--- src/rtl/window_frame_sequencer.sv ---
// Frame-level controller ahead of the window line-buffer stage: starts/clears a frame, forwards
// pixels with credit-based throttling, tracks window coordinates and flags protocol errors.
module window_frame_sequencer #(
  parameter int unsigned IMG_W  = 512,
  parameter int unsigned IMG_H  = 512,
  parameter int unsigned WIN    = 6,
  parameter int unsigned NUM_LB = 7
) (
  input  logic                                   clk,
  input  logic                                   reset,
  input  logic                                   start,
  input  logic [7:0]                             in_pixel,
  input  logic                                   in_valid,
  input  logic                                   in_sof,
  output logic                                   in_ready,
  output logic                                   lb_clear,
  output logic [7:0]                             out_pixel,
  output logic                                   out_valid,
  input  logic                                   win_valid,
  output logic [((IMG_W > 1) ? $clog2(IMG_W) : 1)-1:0] win_x,
  output logic [((IMG_H > 1) ? $clog2(IMG_H) : 1)-1:0] win_y,
  output logic                                   win_sof,
  output logic                                   win_eol,
  output logic                                   win_eof,
  output logic                                   busy,
  output logic                                   frame_done,
  output logic                                   err
);

  localparam int unsigned XW  = (IMG_W > 1) ? $clog2(IMG_W) : 1;
  localparam int unsigned YW  = (IMG_H > 1) ? $clog2(IMG_H) : 1;
  localparam int unsigned LBW = $clog2(NUM_LB + 1);

  localparam logic [XW-1:0]  XLast    = XW'(IMG_W - 1);
  localparam logic [YW-1:0]  YLast    = YW'(IMG_H - 1);
  localparam logic [YW-1:0]  WinYLast = YW'(IMG_H - WIN);
  localparam logic [LBW-1:0] LbMax    = LBW'(NUM_LB);

  typedef enum logic [2:0] {
    StIdle,
    StClear,
    StStream,
    StDrain,
    StDone
  } state_e;

  state_e state_q, state_d;

  logic [XW-1:0]  col_q, col_d;
  logic [YW-1:0]  row_q, row_d;
  logic [LBW-1:0] lines_buf_q, lines_buf_d;
  logic [XW-1:0]  win_x_q, win_x_d;
  logic [YW-1:0]  win_y_q, win_y_d;
  logic [7:0]     out_pixel_q;
  logic           out_valid_q;
  logic           err_q, err_d;

  logic acc;
  logic last_px;
  logic win_window;
  logic win_act;
  logic lb_inc;
  logic lb_dec;
  logic lb_underflow;
  logic at_origin;

  // Window events only count while the window stage can legitimately produce them.
  assign win_window = (state_q == StStream) || (state_q == StDrain);
  assign win_act    = win_valid && win_window;

  assign acc       = in_valid && in_ready;
  assign at_origin = (col_q == '0) && (row_q == '0);
  assign last_px   = acc && (col_q == XLast) && (row_q == YLast);

  assign win_sof = win_act && (win_x_q == '0) && (win_y_q == '0);
  assign win_eol = win_act && (win_x_q == XLast);
  assign win_eof = win_act && (win_x_q == XLast) && (win_y_q == WinYLast);

  assign lb_inc       = acc && (col_q == XLast);
  assign lb_dec       = win_eol;
  assign lb_underflow = lb_dec && !lb_inc && (lines_buf_q == '0);

  // State register
  always_ff @(posedge clk) begin
    if (reset) begin
      state_q <= StIdle;
    end else begin
      state_q <= state_d;
    end
  end

  // Next-state logic
  always_comb begin
    state_d = state_q;
    unique case (state_q)
      StIdle:   if (start) state_d = StClear;
      StClear:  state_d = StStream;
      StStream: if (last_px) state_d = StDrain;
      StDrain:  if (win_eof) state_d = StDone;
      StDone:   state_d = StIdle;
      default:  state_d = StIdle;
    endcase
  end

  // State-decoded outputs; in_ready depends on registered state only.
  always_comb begin
    in_ready   = (state_q == StStream) && (lines_buf_q < LbMax);
    lb_clear   = (state_q == StClear);
    busy       = (state_q != StIdle);
    frame_done = (state_q == StDone);
  end

  // Write position
  always_comb begin
    col_d = col_q;
    row_d = row_q;
    if (state_q == StClear) begin
      col_d = '0;
      row_d = '0;
    end else if (acc) begin
      if (col_q == XLast) begin
        col_d = '0;
        row_d = (row_q == YLast) ? '0 : row_q + 1'b1;
      end else begin
        col_d = col_q + 1'b1;
      end
    end
  end

  // Line-buffer credit: simultaneous fill and release cancel out.
  always_comb begin
    lines_buf_d = lines_buf_q;
    if (state_q == StClear) begin
      lines_buf_d = '0;
    end else if (lb_inc && !lb_dec) begin
      lines_buf_d = lines_buf_q + 1'b1;
    end else if (lb_dec && !lb_inc && !lb_underflow) begin
      lines_buf_d = lines_buf_q - 1'b1;
    end
  end

  // Window coordinates
  always_comb begin
    win_x_d = win_x_q;
    win_y_d = win_y_q;
    if (state_q == StClear) begin
      win_x_d = '0;
      win_y_d = '0;
    end else if (win_act) begin
      if (win_x_q == XLast) begin
        win_x_d = '0;
        win_y_d = win_y_q + 1'b1;
      end else begin
        win_x_d = win_x_q + 1'b1;
      end
    end
  end

  // Sticky error: a new frame clears it, but errors in the same cycle still win.
  always_comb begin
    err_d = err_q;
    if ((state_q == StIdle) && start) err_d = 1'b0;
    if (acc && (in_sof != at_origin)) err_d = 1'b1;
    if (win_valid && !win_window)     err_d = 1'b1;
    if (lb_underflow)                 err_d = 1'b1;
  end

  always_ff @(posedge clk) begin
    if (reset) begin
      col_q       <= '0;
      row_q       <= '0;
      lines_buf_q <= '0;
      win_x_q     <= '0;
      win_y_q     <= '0;
      out_pixel_q <= '0;
      out_valid_q <= 1'b0;
      err_q       <= 1'b0;
    end else begin
      col_q       <= col_d;
      row_q       <= row_d;
      lines_buf_q <= lines_buf_d;
      win_x_q     <= win_x_d;
      win_y_q     <= win_y_d;
      out_valid_q <= acc;
      if (acc) out_pixel_q <= in_pixel;
      err_q       <= err_d;
    end
  end

  assign out_pixel = out_pixel_q;
  assign out_valid = out_valid_q;
  assign win_x     = win_x_q;
  assign win_y     = win_y_q;
  assign err       = err_q;

endmodule
--- config.mk ---
export PLATFORM = sky130hd
export DESIGN_NAME = window_frame_sequencer
export DESIGN_NICKNAME = d
export VERILOG_FILES = /design/src/rtl/window_frame_sequencer.sv
export SDC_FILE = /design/constraint.sdc
export NUM_CORES = 1
export LEC_CHECK = 0
export BUFFER_PORTS_ARGS = -buffer_cell sky130_fd_sc_hd__clkbuf_2
export CORE_ASPECT_RATIO = 0.8
export CORE_MARGIN = 2
export CORE_UTILIZATION = 50
export DETAILED_ROUTE_END_ITERATION = 8
export GPL_TIMING_DRIVEN = 0
export PLACE_DENSITY = 0.76
export SYNTH_ARGS = -nofsm -noshare
export SYNTH_HDL_FRONTEND = slang
export SYNTH_SLANG_ARGS = --single-unit
--- constraint.sdc ---
create_clock -name clk -period 1.9 [get_ports clk]
set_input_delay 0.285 -clock clk [delete_from_list [all_inputs] [get_ports clk]]
set_output_delay 0.285 -clock clk [all_outputs]
set_load 0.02 [all_outputs]
==> summary.md <==
| Metric | Value |
|---|---|
| Max-cap violation count | `0` |
| Worst Path Arrival | `approximately 2.4 ns` |
| Setup ws final | `-0.274 ns` |
| TritonCTS clock tree | `yes` |
| Initial antenna violation count | `0` |
| Async set-reset flop share out of synthesis | `0%` |
| Starting density of the core | `about half` |
| Max frequency | `between 400 and 500 MHz` |
| Post-layout net count | `423` |
| Commonest non-fill, non-tap cells in the layout | `47 x clkbuf_2, 42 x nand2_1, 37 x dfxtp_1, 34 x nor2_1, 30 x buf_4` |
| Clock Latency Late Sink | `0.31 ns` |
| Post-DP HPWL | `about 4400 um` |
| CTS Buf Count | `5` |
| Mapped Area | `2590 um2` |
| Tot GR Track Use | `24.3%` |
| Data required, critical path | `2.10 ns` |
| Full die area | `around 5800 um2` |
| Most frequent CP cell | `buf_4` |
| CTS H-tree depth | `2` |
| Pwr/cell area | `600 nW/um2` |
| Maximum number of pins on one net before global-route repair | `16` |
| Startpoint Class | `flip-flop` |
| Most common cell after layout, fill and taps aside | `clkbuf_2` |
| Syn Area/Cell | `8.31 um2` |
| Sequential fraction of the synthesis area | `40.1%` |
| Leak | `1.46 nW` |
| Via count | `between 2000 and 3000` |
| Setup TNS | `-1.54 ns` |
| Critical-path cell list | `ha_4 > nand2_4 > buf_4 > buf_4 > buf_4 > buf_4 > buf_4 > buf_4 > buf_4 > buf_4 > buf_4 > nor3_2 > xnor2_1 > nor2_1` |
| Post-Synthesis Cells | `312` |
| Grt ovf | `0` |
| Die W | `84.5 um` |
| DR pass1 iterations | `4` |
| Clock-pin slew on the worst setup and hold paths | `approximately 0.10 ns` |
| CTS max path bufs | `2` |
| Layout Skew | `0.0123 ns` |
| Crit share post-route | `114%` |
| Setup Slack @ Placement | `-0.358 ns` |
| Port-buffer cells | `48` |
| Clock Sinks | `52` |
| Crit Path Class | `flip-flop to flip-flop` |
| Setup violations, final | `11` |
| Area Growth Syn to Fin | `35.8%` |
| Worst-margin pin slew | `0.492 ns` |
| Max VDD drop | `0.544 mV` |
| Post-detailed-route count of antenna-violating nets | `0` |
| Yosys Warn Count | `0` |
| Critical-path top delay cell | `dfxtp_4` |
| DRC errors left | `0` |
| Worst path max stage delay | `roughly 0.38 ns` |
| Core area | `about 5000 um2` |
| Hold path depth | `3` |
| # diodes | `0` |
| Flops & latches, synth | `52` |
| Vias in the first global route | `2354` |
| First-pass GRT wire length | `11100 um` |
| Violated checks | `negative setup slack` |
| Number of synthesized flops with an enable pin | `0` |
| Layout cells sized above 1 | `between 30% and 40%` |
| Final Hold Viols | `0` |
| Final Wtd Congestion | `0.849` |
| Clk root buf | `clkbuf_8` |
| Crit path max fanout | `2` |
| Post-synth cell types | `45` |
| FP Rows | `23` |
| HP Class | `input port to flip-flop` |
| Syn_nets | `about 340` |
| # IOs | `49` |
| Min Tclk post-route | `approximately 2.2 ns` |
| Wirelength, routed | `6970 um` |
| RSZ-0062 raised after global routing | `true` |
| Outcome | `finished with violations` |
| R2r worst-path depth | `14` |
| Slew HR | `67.0%` |
| Final Max Tran Viols | `0` |
| Routed vias/inst | `approximately 5.6` |
| WL/cell | `15.2 um` |
| Final Hold Slack | `0.185 ns` |
| Initial DRC Count | `121` |
| DIE HEIGHT | `around 70 um` |
| CTS Hold Bufs | `0` |
| Fill count | `384` |
| Top FF cell, synth | `dfxtp_1` |
| Element type at the critical path end | `flip-flop` |
-- where the power goes --
part | internal (mW) | switching [mW]
Sequential | 1.10 | 0.0150
Combinational | 0.0889 | 0.159
Clock | 0.384 | 0.365
-- worst max-delay path, delay by kind of cell, from the launching register on --
family                   cells  cell delay [ns]
adder cells (fa/ha/maj)      1             0.14
XOR/XNOR                     1             0.16
flip-flops                   1             0.38
AND/OR/NAND/NOR              3             0.28
buffers and inverters        9             1.10
-- cell families after synthesis --
family	Yosys count	synth area share, %
buf+inv	24	3.86
simple gates	160	31.8
fa+ha+maj	13	6.56
flops	52	40.1
compound gates	34	7.67
mux	3	1.16
xor+xnor	26	8.78
-- stage by stage --
| stage | instances | utilization, % | cell area [um2] | total power, mW |
|---|---|---|---|---|
| 2_1_floorplan | 312 | - | 2680 | 1.29 |
| 3_3_place_gp | 422 | 59.9 | 3000 | 1.36 |
| 3_5_place_dp | 422 | 59.9 | 3000 | 1.36 |
| 4_1_cts | 456 | 67.7 | 3390 | 2.11 |
| 5_1_grt | 459 | 70.4 | 3520 | 2.19 |
| 6_report | 459 | 70.4 | 3520 | 2.11 |
-- layer usage --
layer  track usage (%)  up-vias  part of all wire (%)
li1                  -     1254                     -
met1              31.7     1239                    45
met5                 0        -                     0
met3              5.31       14                   6.0
met2              41.2       82                    47
met4              6.75        0                   1.5
-- cell usage after synthesis (2+ instances only) --
master,instances,area [um2]
dfxtp_1,52,1040
nand2_1,45,169
nor2_1,37,139
a21oi_1,20,100
xnor2_1,18,158
nand3_1,14,70.1
ha_1,12,150
nor3_1,12,60.1
nor4_1,12,75.1
inv_1,11,41.3
nand4_1,11,68.8
xor2_1,8,70.1
and3_1,7,43.8
clkbuf_1,6,22.5
buf_2,4,20.0
or3_1,4,25.0
mux2i_1,3,30.0
nor4b_1,3,26.3
o21ai_0,3,15.0
a31oi_1,2,12.5
nor3b_1,2,15.0
o31ai_1,2,15.0
or4_1,2,15.0
-- sequential cells by signal, summed over array words and instances, names as in the netlist --
signal / flops
out_valid: 1
row_q: 9
out_pixel: 8
win_y: 9
err: 1
col_q: 9
win_x: 9
state_q: 3
lines_buf_q: 3
-- final cells by class --
type | instances | area (um2) | share of cell area [%]
buffer | 11 | 65.1 | 1.85
inverter | 12 | 50.0 | 1.42
tap | 62 | 77.6 | 2.20
timing repair buffer | 78 | 479 | 13.6
clock buffer | 5 | 68.8 | 1.95
clock inverter | 3 | 37.5 | 1.07
multi-input combinational | 236 | 1670 | 47.5
sequential | 52 | 1070 | 30.4
-- worst paths after layout --
| path | startpoint | end | slack (ns) |
|---|---|---|---|
| setup / recovery | win_x[1]$_SDFFE_PP0P_ | win_x[6]$_SDFFE_PP0P_ | -0.27 |
| hold / removal | in_pixel[4] | out_pixel[4]$_SDFFE_PP0P_ | 0.18 |
| setup reg to reg | win_x[1]$_SDFFE_PP0P_ | win_x[6]$_SDFFE_PP0P_ | -0.27 |
| hold reg to reg | out_pixel[7]$_SDFFE_PP0P_ | out_pixel[7]$_SDFFE_PP0P_ | 0.46 |
-- repair_timing --
| action | CTS | global route |
|---|---|---|
| hold endpoints to repair | 0 | 0 |
| resized for setup | 19 | 29 |
| setup buffers | 27 | 4 |
| pin swaps | 7 | 12 |
| endpoints found under the setup margin | 13 | 39 |
Note: power is estimated with default switching activity, not from simulation.
